==> src/rtl/nn_pkg.sv <==
// Shared definitions for the neural-network datapath blocks.
//   serState_t : serializer FSM states.
//   CNT_W      : width of a counter that indexes 0..n-1 (at least 1 bit).
//   lane_lo    : low bit offset of lane `lane` in a flattened bus of `width`-bit lanes.
package nn_pkg;

  typedef enum logic [0:0] {
    IDLE = 1'b0,
    SEND = 1'b1
  } serState_t;

  function automatic int unsigned CNT_W(input int unsigned n);
    return (n < 2) ? 1 : $clog2(n);
  endfunction

  function automatic int unsigned lane_lo(input int unsigned lane, input int unsigned width);
    return lane * width;
  endfunction

endpackage

==> src/rtl/ser_capture_bank.sv <==
// Capture bank for layer_serializer: one word register and one flag per neuron lane.
// Ports:
//   clk, rst      : clock, asynchronous active-high reset
//   lane_data     : flattened neuron outputs, lane i at [i*dataWidth +: dataWidth]
//   lane_valid    : per-lane one-cycle valid strobes
//   clear         : empties the bank (transfer to the send buffer happens on this edge)
//   cap_data      : flattened captured words
//   cap_flag      : per-lane "word held" flags
//   full          : all flags set
//   overflow      : sticky, set when a lane strobes while its flag is already set
module ser_capture_bank
  import nn_pkg::*;
#(
  parameter int unsigned numNeuron = 30,
  parameter int unsigned dataWidth = 32
) (
  input  logic                           clk,
  input  logic                           rst,
  input  logic [numNeuron*dataWidth-1:0] lane_data,
  input  logic [numNeuron-1:0]           lane_valid,
  input  logic                           clear,
  output logic [numNeuron*dataWidth-1:0] cap_data,
  output logic [numNeuron-1:0]           cap_flag,
  output logic                           full,
  output logic                           overflow
);

  logic [numNeuron-1:0][dataWidth-1:0] data_q;
  logic [numNeuron-1:0]                flag_q, flag_d;
  logic [numNeuron-1:0]                load;
  logic                                ovf_q, ovf_d;

  always_comb begin
    flag_d = flag_q;
    ovf_d  = ovf_q;
    load   = '0;
    for (int i = 0; i < int'(numNeuron); i++) begin
      if (clear) begin
        // A strobe on the clearing edge belongs to the next vector, not an overflow.
        flag_d[i] = lane_valid[i];
        load[i]   = lane_valid[i];
      end else if (lane_valid[i]) begin
        if (flag_q[i]) begin
          ovf_d = 1'b1;
        end else begin
          flag_d[i] = 1'b1;
          load[i]   = 1'b1;
        end
      end
    end
  end

  always_ff @(posedge clk or posedge rst) begin
    if (rst) begin
      flag_q <= '0;
      ovf_q  <= 1'b0;
    end else begin
      flag_q <= flag_d;
      ovf_q  <= ovf_d;
    end
  end

  // Data words are not reset; the flags alone say what is valid.
  always_ff @(posedge clk) begin
    for (int i = 0; i < int'(numNeuron); i++) begin
      if (load[i]) begin
        data_q[i] <= lane_data[lane_lo(i, dataWidth) +: dataWidth];
      end
    end
  end

  assign cap_data = data_q;
  assign cap_flag = flag_q;
  assign full     = &flag_q;
  assign overflow = ovf_q;

endmodule

==> src/rtl/layer_serializer.sv <==
// Collects one word per neuron of a layer and streams the vector, in lane order, one word per
// cycle toward the next layer. Capture and send are double-buffered so collection of the next
// vector overlaps sending of the current one; back-to-back vectors stream without a gap.
// Ports:
//   clk, rst      : clock, asynchronous active-high reset
//   nOutput       : flattened neuron outputs, lane i at [i*dataWidth +: dataWidth]
//   nOutputValid  : per-lane one-cycle valid strobes
//   mOutput       : serial output word (registered)
//   mOutputValid  : qualifies mOutput (registered)
//   mOutputLast   : marks word numNeuron-1 of each vector (registered)
//   busy          : sending, or any word captured
//   overflow      : sticky, a lane strobed again before its word was taken
module layer_serializer
  import nn_pkg::*;
#(
  parameter int unsigned numNeuron = 30,
  parameter int unsigned dataWidth = 32
) (
  input  logic                           clk,
  input  logic                           rst,
  input  logic [numNeuron*dataWidth-1:0] nOutput,
  input  logic [numNeuron-1:0]           nOutputValid,
  output logic [dataWidth-1:0]           mOutput,
  output logic                           mOutputValid,
  output logic                           mOutputLast,
  output logic                           busy,
  output logic                           overflow
);

  localparam int unsigned   IdxW    = CNT_W(numNeuron);
  localparam logic [IdxW-1:0] LastIdx = IdxW'(numNeuron - 1);
  localparam logic          OneWord = (numNeuron == 1);

  logic [numNeuron*dataWidth-1:0]      cap_data;
  logic [numNeuron-1:0]                cap_flag;
  logic                                full;
  logic                                xfer;

  logic [numNeuron-1:0][dataWidth-1:0] send_data_q;
  serState_t                           state_q, state_d;
  logic [IdxW-1:0]                     idx_q, idx_d, idx_inc;
  logic [dataWidth-1:0]                out_q, out_d;
  logic                                valid_q, valid_d;
  logic                                last_q, last_d;

  ser_capture_bank #(
    .numNeuron(numNeuron),
    .dataWidth(dataWidth)
  ) u_capture (
    .clk       (clk),
    .rst       (rst),
    .lane_data (nOutput),
    .lane_valid(nOutputValid),
    .clear     (xfer),
    .cap_data  (cap_data),
    .cap_flag  (cap_flag),
    .full      (full),
    .overflow  (overflow)
  );

  assign idx_inc = idx_q + IdxW'(1);

  // xfer: move the capture bank into the send buffer and start word 0 on the same edge, so
  // the output register already holds word 0 when the state reads SEND.
  always_comb begin
    state_d = state_q;
    idx_d   = idx_q;
    out_d   = out_q;
    valid_d = 1'b0;
    last_d  = 1'b0;
    xfer    = 1'b0;
    unique case (state_q)
      IDLE: begin
        if (full) begin
          xfer    = 1'b1;
          state_d = SEND;
          idx_d   = '0;
          out_d   = cap_data[lane_lo(0, dataWidth) +: dataWidth];
          valid_d = 1'b1;
          last_d  = OneWord;
        end
      end
      SEND: begin
        if (idx_q == LastIdx) begin
          if (full) begin
            xfer    = 1'b1;
            idx_d   = '0;
            out_d   = cap_data[lane_lo(0, dataWidth) +: dataWidth];
            valid_d = 1'b1;
            last_d  = OneWord;
          end else begin
            state_d = IDLE;
            idx_d   = '0;
            out_d   = '0;
          end
        end else begin
          idx_d   = idx_inc;
          out_d   = send_data_q[idx_inc];
          valid_d = 1'b1;
          last_d  = (idx_inc == LastIdx);
        end
      end
      default: begin
        state_d = IDLE;
        idx_d   = '0;
        out_d   = '0;
      end
    endcase
  end

  always_ff @(posedge clk or posedge rst) begin
    if (rst) begin
      state_q <= IDLE;
      idx_q   <= '0;
      out_q   <= '0;
      valid_q <= 1'b0;
      last_q  <= 1'b0;
    end else begin
      state_q <= state_d;
      idx_q   <= idx_d;
      out_q   <= out_d;
      valid_q <= valid_d;
      last_q  <= last_d;
    end
  end

  always_ff @(posedge clk) begin
    if (xfer) begin
      send_data_q <= cap_data;
    end
  end

  assign mOutput      = out_q;
  assign mOutputValid = valid_q;
  assign mOutputLast  = last_q;
  assign busy         = (state_q == SEND) | (|cap_flag);

endmodule

==> config.mk <==
export PLATFORM = sky130hd
export DESIGN_NAME = layer_serializer
export DESIGN_NICKNAME = d
export VERILOG_FILES = /design/src/rtl/nn_pkg.sv /design/src/rtl/ser_capture_bank.sv /design/src/rtl/layer_serializer.sv
export SDC_FILE = /design/constraint.sdc
export NUM_CORES = 2
export LEC_CHECK = 0
export ABC_AREA = 1
export CAP_MARGIN = 20
export CORE_MARGIN = 2
export CORE_UTILIZATION = 40
export DETAILED_ROUTE_END_ITERATION = 16
export PLACE_DENSITY = 0.59
export SLEW_MARGIN = 20
export SYNTH_ARGS = -nofsm -noshare
export SYNTH_HDL_FRONTEND = slang
export SYNTH_SLANG_ARGS = --single-unit
==> constraint.sdc <==
create_clock -name clk -period 30.8 [get_ports clk]
set_clock_uncertainty 0.2 [all_clocks]
set_input_delay 6.16 -clock clk [delete_from_list [all_inputs] [get_ports clk]]
set_output_delay 6.16 -clock clk [all_outputs]
set_load 0.05 [all_outputs]
* Yosys cells after proc, flatten, opt, wreduce, memory -nomap -nowiden
Index checks and enable logic that the tools add are counted.
** Operators by class
- Reductions and logical operators :: 32
- $lt $le $gt $ge :: 1
- Add/subtract/negate cells :: 1
- Bitwise logic cells :: 2
- Equal/unequal tests :: 3
- Muxes and demuxes :: 256
** Operator list (number)
- $mux 1 :: 244
- $bmux 32 s5 :: 1
- $mux 32 :: 4
- $pmux 32 s2 :: 1
- $reduce_bool 2->1 :: 30
- $reduce_and 30->1 :: 1
- $reduce_or 30->1 :: 1
- $eq 5x5->1 const B :: 2
- $mux 5 :: 2
- $pmux 5 s2 :: 1
- $lt 5x6->1 const B :: 1
- $pmux 1 s2 :: 3
- $add 5x1->5 const B :: 1
- $ne 2x2->1 const B :: 1
- $not 1->1 :: 1
- $or 1x1->1 :: 1
** Word-level totals
- Flip-flop bits (word level) :: 1990
- Bits of input ports :: 992
- Output and inout bits :: 36
- Word-level logic and storage cells :: 390

* Depth between registers and ports, before layout
- Depth in word-level cells :: 92
- Depth in mapped cells :: 16
- Mapped depth without buffers :: 11

* Hierarchy
A second synthesis with hierarchy kept.
** Unflattened totals
- Cell total of the unflattened synthesis :: 4407
- Area, all modules :: 70508.9 um^2
** Modules (own cells, without submodules)
- layer_serializer :: sequential area each 29803.6 um^2, cells each 3220, times used 1, area an instance 40019.6 um^2
- ser_capture_bank :: sequential area each 29603.4 um^2, cells each 1187, times used 1, area an instance 30489.2 um^2

* Least setup slack after synthesis
No wires, ideal clock.
- Kind :: register to register
- From :: reg idx_q[0]
- To :: reg u_capture.flag_q[10], in the netlist u_capture.cap_flag[10]
- Setup time :: 0.633 ns
- Clock period less this slack :: 13.385 ns
- Path buffers :: 2
- Arrival :: 12.552 ns
- Stages on the path, launching flop included :: 9
- Data required time :: 29.967 ns
- Slack :: 17.415 ns
- Cells stage by stage :: dfrtp_1 -> ha_1 -> nand4_1 -> nand2_1 -> inv_1 -> nor2_2 -> buf_4 -> buf_2 -> o21ai_0
** On the way
- Word-level cells in the longest chain between the ends :: 4
- Elaborated cells on any way between the ends :: 5
- Classes of those cells :: 1 x eq/ne; 3 x mux; 1 x reduce/logical
** Ends and longest elaborated chain
- from (decl) :: line layer_serializer.sv:41 : logic [IdxW-1:0] idx_q, idx_d, idx_inc;
- from (signal assigned) :: line layer_serializer.sv:120 : idx_q <= idx_d;
- $eq 5x5->1 (*) :: line layer_serializer.sv:84 : if (idx_q == LastIdx) begin
- $mux 1 (*) :: line layer_serializer.sv:84
- $pmux 1 s2 (*) :: line layer_serializer.sv:72 : unique case (state_q)
- via u_capture.clear :: line ser_capture_bank.sv:21 : input logic clear,
- $mux 1 / $reduce_bool 2->1 (equally long branches)
- to (signal assigned) :: line ser_capture_bank.sv:58 : flag_q <= flag_d;
- to (decl) :: line ser_capture_bank.sv:29 : logic [numNeuron-1:0] flag_q, flag_d;
Mark *: on every way through the listed nets, which the timed path passes. The rest lies on a longest branch.
A chain may end at the register's enable or synchronous reset.

* Worst setup path after layout
- From :: reg u_capture.flag_q[19], in the netlist u_capture.cap_flag[19]
- To :: out busy
** On the way
- Word-level cells in the longest chain between the ends :: 2
** Ends and longest elaborated chain
- $reduce_or 30->1 :: line layer_serializer.sv:136 : assign busy = (state_q == SEND) | (|cap_flag);
- $or 1x1->1 :: line layer_serializer.sv:136
- to (decl) :: line layer_serializer.sv:26 : output logic busy,
Every way passes these cells.

==> results.py <==
metrics = {
    "outcome": {
        "status": "complete, no violations",
    },
    "routing": {
        "drt.antenna.violating_nets": 0,
        "routedWlPerCell_um": 31.1,
        "postRouteWirelength_um": 242000,
        "drcViolationCount": 0,
        "vias": 41300,
        "drt-pass1-iter-count": 6,
        "avgViaCountPerCell": 5.30,
        "first_iter_violations": 4620,
    },
    "cts": {
        "clk_pin_slew_worst_paths_ns": 0.06,
        "cts-root-to-sink-buffers": 3,
        "cts_repair_resize_count": 0,
        "cts_tree": "done",
        "clockRootBuffer": "sky130_fd_sc_hd__clkbuf_16",
        "tritoncts_buffer_count": 197,
        "cts_hold_repair.buffers": 0,
        "insertion_delay_ns": 0.85,
        "clock-sinks": 1990,
        "htreeDepth": 4,
        "post-cts-setup-buffer-count": 0,
    },
    "logic_synthesis": {
        "synth.yosys.seq_area_share_pct": 85.2,
        "netlist_area_mm2": 0.0697,
        "async_flop_share_pct": 3.52,
        "synth_largest_area_cell": "sky130_fd_sc_hd__edfxtp_1",
        "synth_simple_gate_area_share_pct": 5.38,
        "combinational_family_with_the_most_area_after_synthesis": "compound AO/OA/AOI/OAI gates",
        "synth_edf_count": 1920,
        "synth.top_cell.area_share_pct": 82.7,
        "netlist_top_cells_area": "sky130_fd_sc_hd__edfxtp_1, sky130_fd_sc_hd__o21ai_0, sky130_fd_sc_hd__nor2_1",
        "synth-xor-area-share_pct": 0.0484,
        "synthesis.area_per_instance_um2": 16.7,
        "syn_nets": 5167,
        "yosysWarnings": 0,
        "synth_top_flop_cell": "sky130_fd_sc_hd__edfxtp_1",
        "synth_seq_cells": 1990,
        "netlist_instances": 4172,
        "synth-adder-area-share_pct": 0.0538,
        "synth_compound_gate_area_share_pct": 7.24,
        "yosys.cell_types.count": 31,
        "synthMuxAreaShare_pct": 0.273,
    },
    "die": {
        "placementRows": 153,
        "core_mm2": 0.174,
        "die_x_um": 422,
        "num_io_pins": 1028,
        "fp.dieH_um": 422,
        "initial_utilization_pct": 40.2,
        "fp.dieArea_mm2": 0.178,
    },
    "sta": {
        "grt_setup_unrepaired": "no",
        "timing.final.max_slew_violations": 0,
        "finalSetupViolations": 0,
        "slew_headroom_pct": 29.1,
        "fin_setup_tns_ns": 0,
        "fmaxAchievable_mhz": 103,
        "worst_pin_slew_ns": 1.06,
        "final-hold-violation-count": 0,
        "timing.final.crit_period_ns": 9.68,
        "min_period_over_period_pct": 31.4,
    },
    "placed_design": {
        "cell_area_reported_after_detailed_placement_mm2": 0.0830,
        "place_hpwl_um": 169000,
        "gp_routability_congestion": 0.890,
        "port_buffers": 1027,
    },
    "hold_path": {
        "hold_class": "reg2reg",
    },
    "global_route": {
        "grt_overflow": 0,
        "antenna_found_initial": 89,
        "first_global_vias": 40700,
        "globalRouteTotalUtil_pct": 26.7,
        "grt_pass1_wl_um": 325000,
        "grt_max_degree": 168,
    },
    "setup_path": {
        "timing.setup.critical_path_class": "reg2out",
        "crit_path_start_kind": "flip-flop",
        "crit_fanout": 5,
        "critPathRequiredTime_ns": 24.44,
        "endpoint_kind": "primary output",
        "cp.arrival_ns": 3.32,
    },
    "layout": {
        "final_layout_size_suffix_gt1_share_pct": 7.42,
        "nNetsFinal": 6247,
        "flow.area_growth_from_synthesis_pct": 28.7,
        "layout.cell_area.non_filler_mm2": 0.0897,
    },
    "flow_run": {
        "max_cap_violations": 0,
    },
    "pwr": {
        "power.density_mw_per_mm2": 62.2,
        "worst_vdd_rail_ir_drop_mv": 0.0489,
        "leakagePower_nw": 29.4,
    },
}
final cells by class:
class	count	area, um^2
Antenna cell	51	128
Clock buffer	252	5260
Clock inverter	115	1370
Fill cell	14300	83900
Inverter	72	293
Multi-Input combinational cell	1894	9460
Sequential cell	1990	59400
Tap cell	2325	2910
Timing Repair Buffer	1097	10900
cell families (layout without fill, tap and decap cells):
family          count (synthesis)  after routing
compound gates                926            926
xor+xnor                        3              3
fa+ha+maj                       3              3
buf+inv                       288           1536
flops                        1990           1990
mux                            19             19
other cells                     0             51
simple gates                  943            943
cells in the mapped netlist, types with 2 or more instances:
library cell / n
sky130_fd_sc_hd__a21oi_1: 87
sky130_fd_sc_hd__buf_1: 3
sky130_fd_sc_hd__buf_2: 80
sky130_fd_sc_hd__buf_4: 16
sky130_fd_sc_hd__buf_6: 2
sky130_fd_sc_hd__clkbuf_1: 112
sky130_fd_sc_hd__clkbuf_2: 3
sky130_fd_sc_hd__dfrtp_1: 70
sky130_fd_sc_hd__edfxtp_1: 1920
sky130_fd_sc_hd__ha_1: 3
sky130_fd_sc_hd__inv_1: 68
sky130_fd_sc_hd__inv_2: 3
sky130_fd_sc_hd__mux2i_1: 19
sky130_fd_sc_hd__nand2_1: 270
sky130_fd_sc_hd__nand3_1: 90
sky130_fd_sc_hd__nand3b_1: 10
sky130_fd_sc_hd__nand4_1: 12
sky130_fd_sc_hd__nor2_1: 548
sky130_fd_sc_hd__nor2_2: 3
sky130_fd_sc_hd__nor3_1: 2
sky130_fd_sc_hd__nor4_1: 6
sky130_fd_sc_hd__o211ai_1: 54
sky130_fd_sc_hd__o21ai_0: 514
sky130_fd_sc_hd__o21ai_1: 111
sky130_fd_sc_hd__o221ai_1: 31
sky130_fd_sc_hd__o22ai_1: 129
sky130_fd_sc_hd__xor2_1: 2
stage by stage:
stage / instances / utilization [%] / total power, W / hold WS [ns] / setup slack [ns]
finish: 7796 / 51.7 / 0.00558 / 0.194 / 21.12
global placement: 7378 / 47.8 / 0.00317 / 0.200 / 21.96
detailed placement: 7378 / 47.8 / 0.00316 / 0.205 / 22.01
floorplan: 4172 / - / 0.00300 / 0.200 / 17.42
CTS: 7745 / 51.6 / 0.00561 / 0.193 / 21.06
global route: 7782 / 51.6 / 0.00571 / 0.211 / 21.14
flip-flops by register name, summed over array words and instances, names as in the netlist:
name,count
send_data_q,960
u_capture.cap_data,960
mOutput,32
u_capture.cap_flag,30
idx_q,5
mOutputLast,1
mOutputValid,1
u_capture.overflow,1
routing by layer:
metal / wire, um / up-vias / GRT usage [%] / share of wire [%]
met1: 87500 / 20900 / 31.3 / 36
met3: 15100 / 498 / 4.53 / 6.2
met2: 125000 / 1991 / 46.0 / 52
li1: - / 18000 / - / -
met4: 14500 / 32 / 16.3 / 6.0
met5: 203 / - / 0 / 0.084
power breakdown:
| group | switching [W] | internal [W] |
|---|---|---|
| logic | 0.0000545 | 0.000111 |
| registers | 0.00000000571 | 0.00294 |
| clock network | 0.00105 | 0.00142 |
placed cells by master (no fill, tap or decap), types with 57 or more instances in the layout:
cell type / count
sky130_fd_sc_hd__o21ai_0: 514
sky130_fd_sc_hd__nand2_1: 270
sky130_fd_sc_hd__clkdlybuf4s50_1: 1027
sky130_fd_sc_hd__o21ai_1: 111
sky130_fd_sc_hd__nor2_1: 547
sky130_fd_sc_hd__dfrtp_1: 69
sky130_fd_sc_hd__nand3_1: 90
sky130_fd_sc_hd__clkbuf_16: 201
sky130_fd_sc_hd__a21oi_1: 57
sky130_fd_sc_hd__buf_4: 64
sky130_fd_sc_hd__o22ai_1: 129
sky130_fd_sc_hd__edfxtp_1: 1920
sky130_fd_sc_hd__inv_1: 66
path summary, 6_finish.rpt:
check,startpoint,end,slack [ns],cells after the start
worst max-delay path,u_capture.cap_flag[19],busy,21.12,3
worst min-delay path,u_capture.cap_data[868],send_data_q[868],0.19,0
worst max register to register,idx_q[0],send_data_q[396],24.07,10
worst min register to register,u_capture.cap_data[868],send_data_q[868],0.19,0
max in group asynchronous,rst,idx_q[0],23.65,3
min in group asynchronous,rst,mOutput[30],5.60,2
critical path: stages (launching register included):
cell	delay [ns]
sky130_fd_sc_hd__dfrtp_1	0.46
sky130_fd_sc_hd__nor4_1	0.77
sky130_fd_sc_hd__nand3_1	0.44
sky130_fd_sc_hd__clkdlybuf4s50_1	0.82
Power figures use the tool's default switching activity.
